[config.mk]
export PLATFORM = sky130hd
export DESIGN_NAME = seg7_scan_driver
export DESIGN_NICKNAME = d
export VERILOG_FILES = /design/src/rtl/seg7_scan_driver.sv
export SDC_FILE = /design/constraint.sdc
export NUM_CORES = 1
export LEC_CHECK = 0
export BUFFER_PORTS_ARGS = -buffer_cell sky130_fd_sc_hd__buf_2
export CORE_MARGIN = 10
export CORE_UTILIZATION = 52
export DETAILED_ROUTE_END_ITERATION = 16
export PLACE_DENSITY_LB_ADDON = 0.1
export SYNTH_ARGS = -nofsm -noshare
export SYNTH_HDL_FRONTEND = slang
export SYNTH_SLANG_ARGS = --single-unit
[constraint.sdc]
create_clock -name clk -period 6.65 [get_ports clk]
set_input_delay 1.33 -clock clk [delete_from_list [all_inputs] [get_ports clk]]
set_output_delay 1.33 -clock clk [all_outputs]
set_load 0.1 [all_outputs]
[src/rtl/seg7_scan_driver.sv]
// Multiplexed 7-segment driver for the clock display.
// Scans NUM_DIGITS character codes onto one active-low segment bus with one-hot
// active-low anodes. Each digit slot starts with a ghosting guard interval.
// Every frame shows a snapshot of the inputs taken at frame position 0, and
// masked digits blink with a half-period of BLINK_FRAMES frames.
module seg7_scan_driver #(
  parameter int NUM_DIGITS   = 6,
  parameter int REFRESH_DIV  = 100000,
  parameter int GUARD_CYCLES = 4,
  parameter int BLINK_FRAMES = 50
) (
  input  logic                    clk,
  input  logic                    reset,
  input  logic                    enable,
  input  logic [5*NUM_DIGITS-1:0] char_i,
  input  logic [NUM_DIGITS-1:0]   dp_i,
  input  logic [NUM_DIGITS-1:0]   blink_mask_i,
  output logic [6:0]              seg_o,
  output logic                    dp_o,
  output logic [NUM_DIGITS-1:0]   an_o,
  output logic                    frame_start_o
);

  localparam int SLOT_W = (REFRESH_DIV > 1) ? $clog2(REFRESH_DIV) : 1;
  localparam int DIG_W  = (NUM_DIGITS > 1) ? $clog2(NUM_DIGITS) : 1;
  localparam int FRM_W  = (BLINK_FRAMES > 1) ? $clog2(BLINK_FRAMES) : 1;

  localparam logic [SLOT_W-1:0] SLOT_LAST = SLOT_W'(REFRESH_DIV - 1);
  localparam logic [DIG_W-1:0]  DIG_LAST  = DIG_W'(NUM_DIGITS - 1);
  localparam logic [FRM_W-1:0]  FRM_LAST  = FRM_W'(BLINK_FRAMES - 1);

  // ST_ORIGIN: scan parked at p=0, the next enabled edge takes the first snapshot
  // without advancing. ST_SCAN: counters advance on every enabled edge.
  typedef enum logic {
    ST_ORIGIN = 1'b0,
    ST_SCAN   = 1'b1
  } state_t;

  state_t                  r_state;
  logic [SLOT_W-1:0]       r_slotCnt;
  logic [DIG_W-1:0]        r_digitIdx;
  logic [FRM_W-1:0]        r_frameCnt;
  logic                    r_phase;
  logic [5*NUM_DIGITS-1:0] r_charSnap;
  logic [NUM_DIGITS-1:0]   r_dpSnap;
  logic [NUM_DIGITS-1:0]   r_maskSnap;
  logic                    r_phaseSnap;
  logic [6:0]              r_seg;
  logic                    r_dp;
  logic [NUM_DIGITS-1:0]   r_an;
  logic                    r_frameStart;

  state_t                  w_nextState;
  logic [SLOT_W-1:0]       w_nextSlot;
  logic [DIG_W-1:0]        w_nextDigit;
  logic [FRM_W-1:0]        w_nextFrame;
  logic                    w_nextPhase;
  logic                    w_takeSnap;
  logic                    w_slotWrap;
  logic                    w_digitWrap;
  logic [5*NUM_DIGITS-1:0] w_snapChar;
  logic [NUM_DIGITS-1:0]   w_snapDp;
  logic [NUM_DIGITS-1:0]   w_snapMask;
  logic                    w_snapPhase;
  logic [4:0]              w_curChar;
  logic                    w_curDp;
  logic                    w_curMask;
  logic                    w_inGuard;
  logic [6:0]              w_nextSeg;
  logic                    w_nextDp;
  logic [NUM_DIGITS-1:0]   w_nextAn;
  logic                    w_nextFs;

  // Character code to active-low segments, bit6=a down to bit0=g.
  function automatic logic [6:0] decodeChar(input logic [4:0] code);
    logic [6:0] seg;
    case (code)
      5'd0:    seg = 7'b0000001;
      5'd1:    seg = 7'b1001111;
      5'd2:    seg = 7'b0010010;
      5'd3:    seg = 7'b0000110;
      5'd4:    seg = 7'b1001100;
      5'd5:    seg = 7'b0100100;
      5'd6:    seg = 7'b0100000;
      5'd7:    seg = 7'b0001111;
      5'd8:    seg = 7'b0000000;
      5'd9:    seg = 7'b0000100;
      5'd10:   seg = 7'b0001000;
      5'd11:   seg = 7'b0011000;
      5'd12:   seg = 7'b1111110;
      default: seg = 7'b1111111;
    endcase
    return seg;
  endfunction

  assign w_slotWrap  = (r_slotCnt == SLOT_LAST);
  assign w_digitWrap = (r_digitIdx == DIG_LAST);

  // Next scan position, blink counters, and whether this edge starts a frame.
  always_comb begin
    w_nextState = r_state;
    w_nextSlot  = r_slotCnt;
    w_nextDigit = r_digitIdx;
    w_nextFrame = r_frameCnt;
    w_nextPhase = r_phase;
    w_takeSnap  = 1'b0;
    if (!enable) begin
      w_nextState = ST_ORIGIN;
      w_nextSlot  = '0;
      w_nextDigit = '0;
      w_nextFrame = '0;
      w_nextPhase = 1'b1;
    end else if (r_state == ST_ORIGIN) begin
      w_nextState = ST_SCAN;
      w_nextSlot  = '0;
      w_nextDigit = '0;
      w_takeSnap  = 1'b1;
    end else if (w_slotWrap) begin
      w_nextSlot = '0;
      if (w_digitWrap) begin
        w_nextDigit = '0;
        w_takeSnap  = 1'b1;
        if (r_frameCnt == FRM_LAST) begin
          w_nextFrame = '0;
          w_nextPhase = ~r_phase;
        end else begin
          w_nextFrame = r_frameCnt + 1'b1;
        end
      end else begin
        w_nextDigit = r_digitIdx + 1'b1;
      end
    end else begin
      w_nextSlot = r_slotCnt + 1'b1;
    end
  end

  // The new phase is captured with the new frame, so a toggle lands on the frame boundary.
  assign w_snapChar  = w_takeSnap ? char_i       : r_charSnap;
  assign w_snapDp    = w_takeSnap ? dp_i         : r_dpSnap;
  assign w_snapMask  = w_takeSnap ? blink_mask_i : r_maskSnap;
  assign w_snapPhase = w_takeSnap ? w_nextPhase  : r_phaseSnap;

  assign w_inGuard = (int'(w_nextSlot) < GUARD_CYCLES);

  // Select the snapshot fields of the digit that will be on display after this edge.
  always_comb begin
    w_curChar = 5'h1f;
    w_curDp   = 1'b0;
    w_curMask = 1'b0;
    for (int d = 0; d < NUM_DIGITS; d++) begin
      if (w_nextDigit == DIG_W'(d)) begin
        w_curChar = w_snapChar[5*d +: 5];
        w_curDp   = w_snapDp[d];
        w_curMask = w_snapMask[d];
      end
    end
  end

  // Output values for the next cycle; anodes stay off during the guard, segments do not.
  always_comb begin
    w_nextSeg = 7'b1111111;
    w_nextDp  = 1'b1;
    w_nextAn  = '1;
    w_nextFs  = 1'b0;
    if (enable) begin
      w_nextFs = w_takeSnap;
      if (!(w_curMask && !w_snapPhase)) begin
        w_nextSeg = decodeChar(w_curChar);
        w_nextDp  = ~w_curDp;
      end
      if (!w_inGuard) begin
        w_nextAn = ~(NUM_DIGITS'(1) << w_nextDigit);
      end
    end
  end

  // Scan state, counters and the per-frame snapshot.
  always_ff @(posedge clk or negedge reset) begin
    if (!reset) begin
      r_state     <= ST_ORIGIN;
      r_slotCnt   <= '0;
      r_digitIdx  <= '0;
      r_frameCnt  <= '0;
      r_phase     <= 1'b1;
      r_charSnap  <= '1;
      r_dpSnap    <= '0;
      r_maskSnap  <= '0;
      r_phaseSnap <= 1'b1;
    end else begin
      r_state     <= w_nextState;
      r_slotCnt   <= w_nextSlot;
      r_digitIdx  <= w_nextDigit;
      r_frameCnt  <= w_nextFrame;
      r_phase     <= w_nextPhase;
      r_charSnap  <= w_snapChar;
      r_dpSnap    <= w_snapDp;
      r_maskSnap  <= w_snapMask;
      r_phaseSnap <= w_snapPhase;
    end
  end

  // Registered display outputs, blanked immediately by reset.
  always_ff @(posedge clk or negedge reset) begin
    if (!reset) begin
      r_seg        <= 7'b1111111;
      r_dp         <= 1'b1;
      r_an         <= '1;
      r_frameStart <= 1'b0;
    end else begin
      r_seg        <= w_nextSeg;
      r_dp         <= w_nextDp;
      r_an         <= w_nextAn;
      r_frameStart <= w_nextFs;
    end
  end

  assign seg_o         = r_seg;
  assign dp_o          = r_dp;
  assign an_o          = r_an;
  assign frame_start_o = r_frameStart;

endmodule

==> flow_summary.html <==
<table>
<tr><th>Metric</th><th>Value</th></tr>
<tr><th colspan="2">Setup path</th></tr>
<tr><td>Required time at the worst-slack endpoint</td><td>6.95 ns</td></tr>
<tr><td>Worst-path fanout max</td><td>38</td></tr>
<tr><td>Data arrival time of the critical path</td><td>4.65 ns</td></tr>
<tr><td>Startpoint types</td><td>input port</td></tr>
<tr><td>Setup Crit Path Kind</td><td>in -&gt; reg</td></tr>
<tr><td>Crit end category</td><td>register</td></tr>
<tr><th colspan="2">Synthesis</th></tr>
<tr><td>Cells after Synth</td><td>451</td></tr>
<tr><td>Post-Synthesis Cell Area</td><td>0.00460 sq mm</td></tr>
<tr><td>Mean instance size in the synthesized netlist</td><td>10.2 sq um</td></tr>
<tr><td>Proportion of register bits with asynchronous set or reset after synthesis</td><td>100%</td></tr>
<tr><td>Yosys warning count</td><td>0</td></tr>
<tr><td>Most common flop cell mapped by yosys</td><td>dfstp_2</td></tr>
<tr><td>EDFF count, synth</td><td>0</td></tr>
<tr><td>Library cell occupying the most area in the post-synthesis netlist</td><td>dfstp_2</td></tr>
<tr><td>Number of storage elements in the synthesis netlist</td><td>86</td></tr>
<tr><td>Netlist cell types</td><td>73</td></tr>
<tr><td>Most numerous cell in the Yosys netlist</td><td>nand2_1</td></tr>
<tr><td>Sequential fraction of the synthesis area</td><td>48.1%</td></tr>
<tr><td>Net count of the mapped netlist</td><td>505</td></tr>
<tr><td>Ranking of synthesized cells by instance count</td><td>nand2_1, dfstp_2, dfrtp_1, nor2_1, nand3_1</td></tr>
<tr><td>Largest cells by area after synthesis</td><td>dfstp_2, dfrtp_1, nand2_1</td></tr>
<tr><td>Post-synth top area share</td><td>26.3%</td></tr>
<tr><th colspan="2">Layout</th></tr>
<tr><td>Post-route cell area</td><td>0.00514 sq mm</td></tr>
<tr><td>Utilization of the core after routing</td><td>59.2%</td></tr>
<tr><td>Diodes inserted</td><td>0</td></tr>
<tr><td>Layout overhead on the synthesized area</td><td>11.8%</td></tr>
<tr><td>Fin nets</td><td>552</td></tr>
<tr><td>Fraction of final layout cells with drive strength greater than 1</td><td>31.2%</td></tr>
<tr><th colspan="2">Global route</th></tr>
<tr><td>Largest net degree at the start of global routing</td><td>87</td></tr>
<tr><td>Overall global routing resource usage</td><td>17.1%</td></tr>
<tr><td>Via count of the first global-routing pass</td><td>3551</td></tr>
<tr><td>Wire length of the first global-routing pass</td><td>18100 um</td></tr>
<tr><td>Global route overflow</td><td>0</td></tr>
<tr><td>Number of antenna violations at the first check in global routing</td><td>0</td></tr>
<tr><th colspan="2">Die</th></tr>
<tr><td>Io pins</td><td>60</td></tr>
<tr><td>Standard-cell row count</td><td>34</td></tr>
<tr><td>Height of the chip</td><td>114 um</td></tr>
<tr><td>Initial cell density of the core</td><td>53.0%</td></tr>
<tr><td>Total core area</td><td>0.00868 sq mm</td></tr>
<tr><td>Area enclosed by the die boundary</td><td>0.0130 sq mm</td></tr>
<tr><td>Width of the die</td><td>114 um</td></tr>
<tr><th colspan="2">Timing</th></tr>
<tr><td>Slew HR</td><td>28.6%</td></tr>
<tr><td>Setup-violating endpoint count in the final report</td><td>0</td></tr>
<tr><td>Final hold vios</td><td>0</td></tr>
<tr><td>Share of the clock period used by the worst path</td><td>65.4%</td></tr>
<tr><td>Final max-slew violation count</td><td>0</td></tr>
<tr><td>Final critical-path required period</td><td>4.35 ns</td></tr>
<tr><td>Setup repair after global routing missed its margin</td><td>no</td></tr>
<tr><td>Largest clock skew in the final design</td><td>0.0148 ns</td></tr>
<tr><td>Max Clk Rate</td><td>230 MHz</td></tr>
<tr><td>Post-route setup TNS</td><td>0 ns</td></tr>
<tr><td>Actual slew at the worst max-slew pin</td><td>1.07 ns</td></tr>
<tr><th colspan="2">CTS</th></tr>
<tr><td>Buffer levels on the longest clock path</td><td>2</td></tr>
<tr><td>Clock latency on the worst-skew pair</td><td>0.36 ns</td></tr>
<tr><td>Total setup buffers inserted after CTS</td><td>0</td></tr>
<tr><td>TritonCTS clock tree</td><td>done</td></tr>
<tr><td>Cell at the root of the clock tree</td><td>clkbuf_8</td></tr>
<tr><td>Clock-pin slew on the worst setup and hold paths</td><td>0.09 ns</td></tr>
<tr><td>Clock net sink count</td><td>86</td></tr>
<tr><td>Number of resized instances in the post-cts repair step</td><td>0</td></tr>
<tr><td>Number of H-tree branching levels</td><td>3</td></tr>
<tr><td>Quantity of hold-fixing buffers added after cts</td><td>0</td></tr>
<tr><td>Cts bufs inserted</td><td>9</td></tr>
<tr><th colspan="2">Place</th></tr>
<tr><td>IO Port Bufs</td><td>59</td></tr>
<tr><td>Sum of net half-perimeters after detailed placement</td><td>7670 um</td></tr>
<tr><td>Placed cell areas</td><td>0.00488 sq mm</td></tr>
<tr><td>Gpl congestion</td><td>0.821</td></tr>
<tr><th colspan="2">Power</th></tr>
<tr><td>Highest ir drop seen on vdd</td><td>131 uV</td></tr>
<tr><td>Combinational cell fraction of total power</td><td>15.3%</td></tr>
<tr><td>Clock network power share</td><td>37.0%</td></tr>
<tr><td>Cell-internal power</td><td>0.000920 W</td></tr>
<tr><td>Sequential share of power</td><td>47.7%</td></tr>
<tr><td>Lkg Pwr</td><td>2.28 nW</td></tr>
<tr><td>Switching share of power</td><td>26.7%</td></tr>
<tr><td>Power density of the placed cells</td><td>244 mW/mm^2</td></tr>
<tr><td>Switching power</td><td>0.000335 W</td></tr>
<tr><th colspan="2">Job</th></tr>
<tr><td>Reported max-cap violation count</td><td>0</td></tr>
<tr><th colspan="2">Detailed routing</th></tr>
<tr><td>Met1 layer wirelength in the final routing</td><td>5190 um</td></tr>
<tr><td>Antenna Violating Nets Remaining</td><td>0</td></tr>
<tr><td>Remaining DRCs</td><td>0</td></tr>
<tr><td>Met2 wire length</td><td>4710 um</td></tr>
<tr><td>Mean routed wirelength per cell</td><td>17.5 um</td></tr>
<tr><td>Number of detailed-routing iterations run before antenna repair</td><td>4</td></tr>
<tr><td>Highest metal used</td><td>met4</td></tr>
<tr><td>WL met3</td><td>670 um</td></tr>
<tr><td>Aggregate routed wire length</td><td>10700 um</td></tr>
<tr><td>Detailed-route via count</td><td>3438</td></tr>
<tr><td>Number of DRC markers after the initial detailed-route iteration</td><td>184</td></tr>
<tr><td>Number of vias per cell</td><td>5.63</td></tr>
<tr><th colspan="2">Status</th></tr>
<tr><td>Outcome</td><td>finished, final reports clean</td></tr>
<tr><th colspan="2">Worst hold path</th></tr>
<tr><td>Tightest Hold Check Type</td><td>reg -&gt; reg</td></tr>
</table>
[sequential cells by signal, indices dropped and copies added, names as in the netlist]
signal / count
an_o: 6
dp_o: 1
frame_start_o: 1
r_charSnap: 30
r_digitIdx: 3
r_dpSnap: 6
r_frameCnt: 6
r_maskSnap: 6
r_phase: 1
r_phaseSnap: 1
r_slotCnt: 17
r_state: 1
seg_o: 7
[power groups by stage]
| stage | Combinational (W) | Clock [W] | Sequential [W] |
|---|---|---|---|
| floorplan | 0.0000998 | 0 | 0.000647 |
| global placement | 0.000189 | 0 | 0.000606 |
| detailed placement | 0.000192 | 0 | 0.000608 |
| CTS | 0.000193 | 0.000475 | 0.000599 |
| global route | 0.000212 | 0.000496 | 0.000603 |
| finish | 0.000192 | 0.000464 | 0.000599 |
[cell usage in the layout, fill, tap and decap left out, types with 3 or more instances in the layout]
cell type	synthesis	routed
or3_1	3	3
mux2i_1	9	9
xnor2_1	13	13
nor2_1	30	30
xor2_1	7	7
nand2b_1	5	5
nand3_1	20	20
o31ai_1	4	4
nand2_1	74	74
nor4_1	6	6
bufinv_16	0	3
o21a_1	5	5
inv_1	12	12
dfstp_2	46	46
and2_1	3	3
a21o_1	11	11
a211o_1	3	3
and3_1	9	9
ha_1	9	9
a21oi_1	10	10
clkbuf_8	0	9
o22ai_1	5	5
mux2_2	13	13
o21ai_0	16	16
buf_2	3	58
nor2b_1	5	5
nand4_1	4	4
nor3_1	10	10
o21bai_1	3	3
a211oi_1	3	3
dfrtp_1	40	40
o211ai_1	3	3
[layout make-up]
| type | instances | area, sq um |
|---|---|---|
| fill | 780 | 3540 |
| sequential | 86 | 2210 |
| multi-input combinational | 328 | 2180 |
| timing repair buffer | 60 | 305 |
| clock buffer | 11 | 153 |
| tap | 108 | 135 |
| clock inverter | 5 | 104 |
| inverter | 13 | 48.8 |
[layer usage]
| metal | GRT usage, % | vias to the layer above |
|---|---|---|
| met1 | 23.8 | 1669 |
| met2 | 25.1 | 78 |
| met5 | 0 | - |
| met3 | 4.72 | 7 |
| met4 | 5.43 | 0 |
| li1 | - | 1684 |
[critical path, cell delays in order]
cell and delay [ns]:
buf_2 0.17, and3b_1 0.27, and2_4 0.21, a21oi_4 0.15, buf_4 0.44, mux2_2 0.41, o21a_1 0.20, a221oi_2 0.47
inv_1 0.16, ha_1 0.24, mux2_4 0.27, a211o_1 0.30
[metrics by stage]
stage,setup WS (ns),cells,hold slack [ns],power [W]
2_1_floorplan,2.57,451,0.429,0.000747
3_3_place_gp,2.04,595,0.443,0.000795
3_5_place_dp,1.96,595,0.451,0.000800
4_1_cts,2.35,611,0.463,0.00127
5_1_grt,2.12,611,0.484,0.00131
6_report,2.30,611,0.461,0.00126
[path summary, 6_finish.rpt]
path                               start       endpoint  slack (ns)  cells after the start
max                               enable       seg_o[0]        2.30                     12
min                        r_charSnap[9]  r_charSnap[9]        0.46                      2
max reg2reg                 r_slotCnt[0]       seg_o[0]        2.70                     12
min reg2reg                r_charSnap[9]  r_charSnap[9]        0.46                      2
max in group asynchronous          reset   r_slotCnt[4]        4.80                      1
min in group asynchronous          reset   r_slotCnt[8]        1.13                      1
[cells by family after synthesis]
| kind of cell | share of synthesized area, % |
|---|---|
| buffers and inverters | 4.41 |
| AND/OR/NAND/NOR | 20.3 |
| flip-flops | 48.1 |
| XOR/XNOR | 3.81 |
| multiplexers | 6.10 |
| adder cells (fa/ha/maj) | 2.67 |
| AO/OA/AOI/OAI | 14.7 |
No activity file was read; power rests on OpenSTA's default activity.
